==> config.mk <==
export PLATFORM = sky130hd
export DESIGN_NAME = swb_activation_sequencer
export DESIGN_NICKNAME = d
export VERILOG_FILES = /design/src/rtl/swb_activation_sequencer.sv
export SDC_FILE = /design/constraint.sdc
export NUM_CORES = 1
export LEC_CHECK = 0
export CAP_MARGIN = 5
export CORE_MARGIN = 4
export CORE_UTILIZATION = 66
export DETAILED_ROUTE_END_ITERATION = 10
export GPL_TIMING_DRIVEN = 0
export PLACE_DENSITY = 0.95
export SYNTH_ARGS = -nofsm -noshare
export SYNTH_HDL_FRONTEND = slang
export SYNTH_SLANG_ARGS = --single-unit
==> constraint.sdc <==
create_clock -name clk_0 -period 15.4 [get_ports clk_0]
set_clock_uncertainty 0.05 [all_clocks]
set_input_delay 1.54 -clock clk_0 [delete_from_list [all_inputs] [get_ports clk_0]]
set_output_delay 1.54 -clock clk_0 [all_outputs]
set_load 0.03 [all_outputs]
==> src/rtl/swb_activation_sequencer.sv <==
// Per-port activation pulse sequencer feeding the switchbox activate input.
// REP/REPX set per-port repeat configs; a trigger emits iter+1 spaced pulses.
module swb_activation_sequencer #(
  parameter int FSM_PER_SLOT         = 4,
  parameter int RESOURCE_INSTR_WIDTH = 27,
  parameter int CNT_WIDTH            = 12
) (
  input  logic                            clk_0,
  input  logic                            rst_0,
  input  logic                            instr_en_0,
  input  logic [RESOURCE_INSTR_WIDTH-1:0] instr_0,
  input  logic [FSM_PER_SLOT-1:0]         trigger_i,
  output logic [FSM_PER_SLOT-1:0]         activate_o,
  output logic [FSM_PER_SLOT-1:0]         busy_o,
  output logic [FSM_PER_SLOT-1:0]         overrun_o
);

  localparam logic [2:0] OPCODE_REP  = 3'b000;
  localparam logic [2:0] OPCODE_REPX = 3'b001;

  typedef struct packed {
    logic [1:0] port;
    logic [3:0] level;
    logic [5:0] iter;
    logic [5:0] step;
    logic [5:0] delay;
  } rep_t;

  typedef enum logic {
    IDLE,
    WAIT
  } state_t;

  logic [2:0] opcode;
  rep_t       rep;
  logic       rep_hit;
  logic       repx_hit;
  logic       unused_step;

  assign opcode      = instr_0[26:24];
  assign rep         = rep_t'(instr_0[23:0]);
  assign unused_step = ^rep.step;

  // Only level-0 instructions address this resource's sequencers.
  assign rep_hit  = instr_en_0 && (opcode == OPCODE_REP)
                    && (rep.level == 4'd0);
  assign repx_hit = instr_en_0 && (opcode == OPCODE_REPX)
                    && (rep.level == 4'd0);

  for (genvar p = 0; p < FSM_PER_SLOT; p++) begin : g_port
    logic [CNT_WIDTH-1:0] cfg_iter;
    logic [CNT_WIDTH-1:0] cfg_delay;
    logic [CNT_WIDTH-1:0] rep_cnt;
    logic [CNT_WIDTH-1:0] dly_cnt;
    logic [CNT_WIDTH-1:0] dly_rld;
    state_t               state;
    logic                 act_q;
    logic                 ovr_q;
    logic                 sel;

    assign sel           = (32'(rep.port) == p);
    assign activate_o[p] = act_q;
    assign overrun_o[p]  = ovr_q;
    assign busy_o[p]     = (state == WAIT);

    // Config write: REP fills the low half, REPX the high half.
    always_ff @(posedge clk_0 or posedge rst_0) begin
      if (rst_0) begin
        cfg_iter  <= '0;
        cfg_delay <= '0;
      end else if (sel && rep_hit) begin
        cfg_iter[5:0]  <= rep.iter;
        cfg_delay[5:0] <= rep.delay;
      end else if (sel && repx_hit) begin
        cfg_iter[11:6]  <= rep.iter;
        cfg_delay[11:6] <= rep.delay;
      end
    end

    // Sequencer: snapshot config on trigger, then count delays and repeats.
    always_ff @(posedge clk_0 or posedge rst_0) begin
      if (rst_0) begin
        state   <= IDLE;
        rep_cnt <= '0;
        dly_cnt <= '0;
        dly_rld <= '0;
        act_q   <= 1'b0;
        ovr_q   <= 1'b0;
      end else begin
        act_q <= 1'b0;
        unique case (state)
          IDLE: begin
            if (trigger_i[p]) begin
              act_q   <= 1'b1;
              rep_cnt <= cfg_iter;
              dly_cnt <= cfg_delay;
              dly_rld <= cfg_delay;
              if (cfg_iter != '0)
                state <= WAIT;
            end
          end
          WAIT: begin
            if (trigger_i[p])
              ovr_q <= 1'b1;
            if (rep_cnt == '0) begin
              state <= IDLE;
            end else if (dly_cnt != '0) begin
              dly_cnt <= dly_cnt - CNT_WIDTH'(1);
            end else begin
              act_q   <= 1'b1;
              rep_cnt <= rep_cnt - CNT_WIDTH'(1);
              dly_cnt <= dly_rld;
            end
          end
        endcase
      end
    end
  end

endmodule

==> results.md, run 1 <==
* Status: finished, final reports clean
* Die ar. at 21800 um2
* Commonest cells after routing, fill and taps aside: dfrtp_1 (252), nand2_1 (228), mux2_2 (95), nor2_1 (84), o21ai_0 (69)
* GRT overflow at 0
* DRT iter0 DRCs at 1627
* Mapped cell area at 12900 um2
* CP max stage delay at 1.01 ns
* Grt met3 use at 0.0650
* Clock Latency Late Sink at 0.54 ns
* Syn_nets at 1379
* Crit path buf inv count at 2
* #FFs+latches synth at 252
* CTS tree: yes
* Tmin final at 4.51 ns
* Crit path cell chain: clkdlybuf4s50_1 > nor4_1 > nand4_1 > nor3b_1 > clkbuf_1 > mux2_2
* CP endpoint kind: flip-flop
* Worst-margin pin slew at 1.15 ns
* Diode count at 0
* Critical Path RT at 15.77 ns
* Total Nets Final at 1447
* Post-Layout Cell Count at 1674
* Maximum clock path buffer count at 3
* Post-Synthesis Cells at 1329
* Register area share after synthesis at 0.490
* Placer congestion estimate at 0.970
* Met1 Use GR at 0.451
* Max-slew headroom at 0.231
* Synth warn at 0
* Most common cell after layout, fill and taps aside: dfrtp_1
* Cts hold-fix bufs at 0
* All-Layer GR Usage at 0.335
* Critical Setup Path Class: input port to flip-flop
* Htree depth at 1
* Async SR Flop Fraction at 1.00
* Initial antenna violation count at 0
* Via-to-Cell Ratio at 6.88
* Ys flop type: dfrtp_1
* Final period util at 0.293
* # port buffers at 38
* Worst VDD drop at 0.0946 mV
* Total power at 0.00213 W
* Cell Area, Placed at 13600 um2
* DIE WIDTH at 148 um
* Power Density at 146 nW/um2
* Vias in the first global route at 11300
* Clock sinks at 252
* Share of cells above drive strength 1 at 0.124
* Avg Inst Size Synth at 9.68 um2
* WL/cell at 21.8 um
* Core area at 19000 um2
* RSZ-0062 raised after global routing: no
* Reg clk slew, reported paths at 0.06 ns
* First-pass GRT wire length at 59600 um
* IO Pins at 46
* Final Hold Fails at 0
* Die height at 148 um
* Root Driver: clkbuf_16
* CTS buffer count at 26
* Fill count at 1110
* Antenna Violating Nets Remaining at 0
* CP Max Fanout at 10
* Seq. cell area at 6310 um2
* Post-CTS Resized at 0
* Netlist cell types at 71
* Max_cap viols at 0
* P&R area growth vs syn at 13.3%
* Fmax at 222 MHz
* Nature of the critical path startpoint: input port
* Leak pwr at 6.70 nW
* Placed cell count at 1629
* DRC Markers at 0
* Post-synth EDFFs at 0
* Most used routing layer: met2
* M2 GR Usage at 0.536
* TNS Setup at 0 ns
* Setup bufs post-CTS at 0
* Final Routed Wirelength at 36500 um
* Vias post-DR at 11500
* Design Area, Final at 14600 um2
* Largest net degree at the start of global routing at 136
* CP max stage cell: nor3b_1
* Final Slew Violations at 0
* Initial DRT Pass Iterations at 6
* Final HPWL DP at 22800 um
* Floorplan row count at 50
* Hold/Removal Path Class: flip-flop to flip-flop
* Setup violations, final at 0
* Crit-path leading delay family: simple AND/OR/NAND/NOR gates
* Worst EP arrival at 4.88 ns
* Multi-input logic area at 6060 um2
* Initial Utilization at 0.679
## worst paths after layout
check | startpoint | to | slack [ns] | cells past startpoint
min | g_port[3].ovr_q$_DFFE_PP0P_ | g_port[3].ovr_q$_DFFE_PP0P_ | 0.41 | 1
min reg2reg | g_port[3].ovr_q$_DFFE_PP0P_ | g_port[3].ovr_q$_DFFE_PP0P_ | 0.41 | 1
max reg2reg | g_port[1].rep_cnt[2]$_DFFE_PP0P_ | g_port[1].rep_cnt[5]$_DFFE_PP0P_ | 12.24 | 7
max | instr_0[19] | g_port[0].cfg_delay[11]$_DFFE_PP0P_ | 10.89 | 6
min in group asynchronous | rst_0 | g_port[1].dly_rld[2]$_DFFE_PP0P_ | 1.27 | 2
max in group asynchronous | rst_0 | g_port[2].dly_cnt[11]$_DFFE_PP0P_ | 12.70 | 4
## registers in the layout, summed over array words and instances (netlist names)
name	cells
g_port.ovr_q	4
g_port.state	4
g_port.rep_cnt	48
g_port.cfg_iter	48
g_port.cfg_delay	48
g_port.act_q	4
g_port.dly_rld	48
g_port.dly_cnt	48
## cell type report
cell class,instances,share of cell area
repair buffers,40,0.0299
plain buffers,80,0.0252
inverters,36,0.00979
flip-flops and latches,252,0.433
well taps,260,0.0223
clock buffers,33,0.0513
clock inverters,12,0.0132
multi-input cells,961,0.416
## report_power, final
part	internal [W]	total [W]	switching [W]	leakage, nW
sequential	0.000747	0.000853	0.000106	3.29
combinational	0.000224	0.000575	0.000351	2.96
clock	0.000425	0.000698	0.000273	0.457
total	0.00140	0.00213	0.000729	6.70
## through the flow
step                hold WS (ns)  setup slack [ns]   util
global route               0.436             10.90  0.769
global placement           0.389              4.05  0.716
detailed placement         0.398             10.64  0.719
floorplan                  0.379              6.88      -
CTS                        0.413             11.03  0.769
finish                     0.408             10.89  0.769
## synthesized netlist by cell type, types with 5 or more instances
master | n | area (um2)
dfrtp_1 | 252 | 6310
nor3b_1 | 8 | 60.1
o22a_1 | 9 | 78.8
and3_1 | 8 | 50.1
a211oi_1 | 15 | 113
buf_2 | 5 | 25.0
clkbuf_1 | 54 | 203
a2bb2oi_1 | 7 | 61.3
buf_1 | 7 | 26.3
nor3_1 | 41 | 205
or4_1 | 12 | 90.1
a21oi_1 | 63 | 315
o21ai_0 | 69 | 345
or3_1 | 7 | 43.8
o21a_1 | 7 | 52.6
and4_1 | 6 | 52.6
nand2b_1 | 15 | 93.8
xor2_1 | 9 | 78.8
nor2b_1 | 10 | 62.6
nand3_1 | 16 | 80.1
o32ai_1 | 6 | 52.6
nor4_1 | 35 | 219
o22ai_1 | 22 | 138
nand2_1 | 228 | 856
nand3b_1 | 5 | 37.5
a21o_1 | 10 | 75.1
mux2_2 | 95 | 1070
mux2i_1 | 27 | 270
nand4_1 | 16 | 100
a31oi_1 | 20 | 125
inv_1 | 35 | 131
o211ai_1 | 16 | 120
buf_4 | 12 | 90.1
xnor2_1 | 9 | 78.8
nor2_1 | 84 | 315
ha_1 | 16 | 200
o31ai_1 | 9 | 67.6
## cells by family (layout without fill, tap and decap cells)
kind of cell	count (synthesis)	count (layout)	synth area share
AO/OA/AOI/OAI	300	300	0.154
multiplexers	122	122	0.104
XOR/XNOR	18	18	0.0123
AND/OR/NAND/NOR	505	505	0.185
buffers and inverters	116	201	0.0390
adder cells (fa/ha/maj)	16	16	0.0156
flip-flops	252	252	0.490
## worst reg2reg max path: stages (launching register included)
cell	delay, ns
dfrtp_1	0.42
nor3_1	0.62
nand4_1	0.62
a21oi_1	0.68
inv_1	0.13
buf_2	0.22
o21a_1	0.14
o22a_1	0.18
## layer usage
metal	share of wire	vias up
li1	-	4940
met1	0.37	5518
met2	0.47	860
met3	0.11	207
met4	0.053	0
met5	0	-
Note: power is estimated with default switching activity, not from simulation.
==> inputs of run 2 (changes only) <==
--- a/config.mk
+++ b/config.mk
@@ -7,10 +7,10 @@
 export LEC_CHECK = 0
 export CAP_MARGIN = 5
 export CORE_MARGIN = 4
-export CORE_UTILIZATION = 66
+export CORE_UTILIZATION = 62
 export DETAILED_ROUTE_END_ITERATION = 10
 export GPL_TIMING_DRIVEN = 0
-export PLACE_DENSITY = 0.95
+export PLACE_DENSITY = 0.91
 export SYNTH_ARGS = -nofsm -noshare
 export SYNTH_HDL_FRONTEND = slang
 export SYNTH_SLANG_ARGS = --single-unit
==> constraint.sdc (replaced) <==
create_clock -name clk_0 -period 4.4 [get_ports clk_0]
set_clock_uncertainty 0.05 [all_clocks]
set_input_delay 0.44 -clock clk_0 [delete_from_list [all_inputs] [get_ports clk_0]]
set_output_delay 0.44 -clock clk_0 [all_outputs]
set_load 0.03 [all_outputs]
==> results.md, run 2 (same netlist as run 1, synthesis figures left out) <==
* Worst r2r src: g_port[1].rep_cnt[2]$_DFFE_PP0P_
* Largest net degree at the start of global routing at 45 (-67%)
* Die height at 152 um (+3.0%)
* Cell Area, Placed at 13700 um2 (+0.54%)
* DRT iter0 DRCs at 1307 (-20%)
* Die ar. at 23100 um2 (+6.1%)
* Initial Utilization at 0.634 (-0.0449)
* Initial antenna violation count at 0 (unchanged)
* Placed cell count at 1643 (+0.86%)
* CTS tree: yes
* Max_cap viols at 0 (unchanged)
* CTS buffer count at 26 (unchanged)
* R2R cell count at 7 (unchanged)
* Root Driver: clkbuf_16
* Final HPWL DP at 23200 um (+1.8%)
* Final Slew Violations at 0 (unchanged)
* Total Nets Final at 1451 (+0.28%)
* Total power at 0.00738 W (+250%)
* Clock Latency Late Sink at 0.54 ns (about the same)
* Setup bufs post-CTS at 0 (unchanged)
* Hold/Removal Path Class: input port to asynchronous set/reset pin
* Htree depth at 1 (unchanged)
* Most common cell after layout, fill and taps aside: dfrtp_1
* IO Pins at 46 (unchanged)
* Core area at 20300 um2 (+7.1%)
* Sw frac at 0.346 (+0.00305)
* Grt met3 use at 0.0432 (-0.0218)
* Vias in the first global route at 11300 (-0.0089%)
* R2r endpoint: g_port[1].rep_cnt[5]$_DFFE_PP0P_
* Status: finished, final reports clean
* DIE WIDTH at 152 um (+3.0%)
* Critical Setup Path Class: input port to flip-flop
* Worst-margin pin slew at 1.10 ns (-0.0541 ns)
* Finished Core Util at 0.721 (-0.0473)
* # port buffers at 38 (unchanged)
* First-pass GRT wire length at 58400 um (-2.1%)
* M2 GR Usage at 0.498 (-0.0380)
* WL/cell at 20.9 um (-4.0%)
* Net Sw Power at 0.00255 W (+250%)
* Diode count at 0 (unchanged)
* CP endpoint: g_port[0].cfg_iter[8]$_DFFE_PP0P_
* Tmin final at 3.39 ns
* Antenna Violating Nets Remaining at 0 (unchanged)
* Critical Path Source: instr_0[19]
* Hold_ws at 0.397 ns (-0.0110 ns)
* Final Hold Fails at 0 (unchanged)
* Via-to-Cell Ratio at 6.67 (-3.1%)
* Fill count at 1375 (+24%)
* Worst VDD drop at 0.354 mV (+270%)
* Worst EP arrival at 3.76 ns (-1.12 ns)
* Max-slew headroom at 0.267 (+0.0361)
* Initial DRT Pass Iterations at 5 (-1)
* Post-Layout Cell Count at 1691 (+1.0%)
* Leak pwr at 6.71 nW (+0.17%)
* Commonest cells after routing, fill and taps aside: dfrtp_1 (252), nand2_1 (228), mux2_2 (95), nor2_1 (84), o21ai_0 (69)
* DRC Markers at 0 (unchanged)
* Cell-internal power at 0.00483 W (+250%)
* Critical Path RT at 4.77 ns (-11.00 ns)
* Final Routed Wirelength at 35400 um (-3.0%)
* Clock Power Share at 0.327 (about the same)
* Fmax at 295 MHz
* R2R Setup Slk at 1.28 ns (-10.96 ns)
* Cts hold-fix bufs at 0 (unchanged)
* Final period util at 0.769
* CP endpoint kind: flip-flop
* Design Area, Final at 14600 um2 (+0.50%)
* P&R area growth vs syn at 13.9%
* Power Density at 504 nW/um2 (+250%)
* Placer congestion estimate at 0.940 (-3.1%)
* Share of cells above drive strength 1 at 0.129 (+0.00431)
* Reg clk slew, reported paths at 0.07 ns (about the same)
* Vias post-DR at 11300 (-2.1%)
* Maximum clock path buffer count at 3 (unchanged)
* Clock sinks at 252 (unchanged)
* Combinational Power Share at 0.269 (about the same)
* GRT overflow at 0 (unchanged)
* Met1 Use GR at 0.404 (-0.0467)
* Nature of the critical path startpoint: input port
* Post-CTS Resized at 0 (unchanged)
* Flop pwr share at 0.404 (+0.003)
* Most used routing layer: met2
* CP Max Fanout at 10 (unchanged)
* RSZ-0062 raised after global routing: no
* Floorplan row count at 52 (+4.0%)
* Setup violations, final at 0 (unchanged)
* All-Layer GR Usage at 0.303 (-0.0315)
==> run 2: cell count changes in the layout (fill, tap and decap cells not counted), sizes merged <==
cell / delta
bufinv: -1
clkinvlp: +4
clkinv: -1
buf: +4
clkbuf: -2
inv: +3
==> run 2: layout make-up <==
cell class	count	area, um2	area share
inverters	36	139	0.00948
repair buffers	44	500	0.0342
clock inverters	17	219	0.0150
plain buffers	80	367	0.0250
well taps	270	338	0.0231
flip-flops and latches	252	6310	0.431
clock buffers	31	721	0.0492
multi-input cells	961	6060	0.413
==> run 2: per-layer routing <==
| layer | share of wire | routed length (um) |
|---|---|---|
| met1 | 0.39 | 13700 |
| met2 | 0.48 | 16900 |
| met3 | 0.089 | 3130 |
| met4 | 0.048 | 1690 |
| met5 | 0 | 0 |
==> run 2: power groups by stage <==
stage / registers, W / logic [W] / clock network [W]
after floorplan: 0.00290 / 0.00147 / 0
after global placement: 0.00298 / 0.00183 / 0
after detailed placement: 0.00299 / 0.00193 / 0
after CTS: 0.00296 / 0.00195 / 0.00243
after global routing: 0.00302 / 0.00220 / 0.00253
final: 0.00298 / 0.00199 / 0.00241
==> run 2: how the worst min path moves through the flow <==
| stage | cells past startpoint | slack (ns) | to | startpoint |
|---|---|---|---|---|
| 2_1_floorplan | 1 | 0.38 | g_port[0].ovr_q$_DFFE_PP0P_ | g_port[0].ovr_q$_DFFE_PP0P_ |
| 3_3_place_gp | 1 | 0.39 | g_port[1].ovr_q$_DFFE_PP0P_ | g_port[1].ovr_q$_DFFE_PP0P_ |
| 3_5_place_dp | 1 | 0.40 | g_port[3].ovr_q$_DFFE_PP0P_ | g_port[3].ovr_q$_DFFE_PP0P_ |
| 4_1_cts | 1 | 0.41 | g_port[1].ovr_q$_DFFE_PP0P_ | g_port[1].ovr_q$_DFFE_PP0P_ |
| 5_1_grt | 1 | 0.43 | g_port[0].ovr_q$_DFFE_PP0P_ | g_port[0].ovr_q$_DFFE_PP0P_ |
| 6_report | 2 | 0.40 | g_port[3].dly_cnt[6]$_DFFE_PP0P_ | rst_0 |
==> run 2: through the flow <==
step,setup slack (ns),setup TNS [ns]
3_3_place_gp,-1.13,-279.28
5_1_grt,0.986,0
3_5_place_dp,0.668,0
2_1_floorplan,0.594,0
4_1_cts,1.15,0
6_report,1.01,0
==> run 2: critical path, stage by stage <==
cell and delay [ns]:
clkdlybuf4s50_1 0.47, nor4_1 0.44, nand4_1 0.37, nor3b_1 0.99, clkbuf_1 0.60, mux2_2 0.43
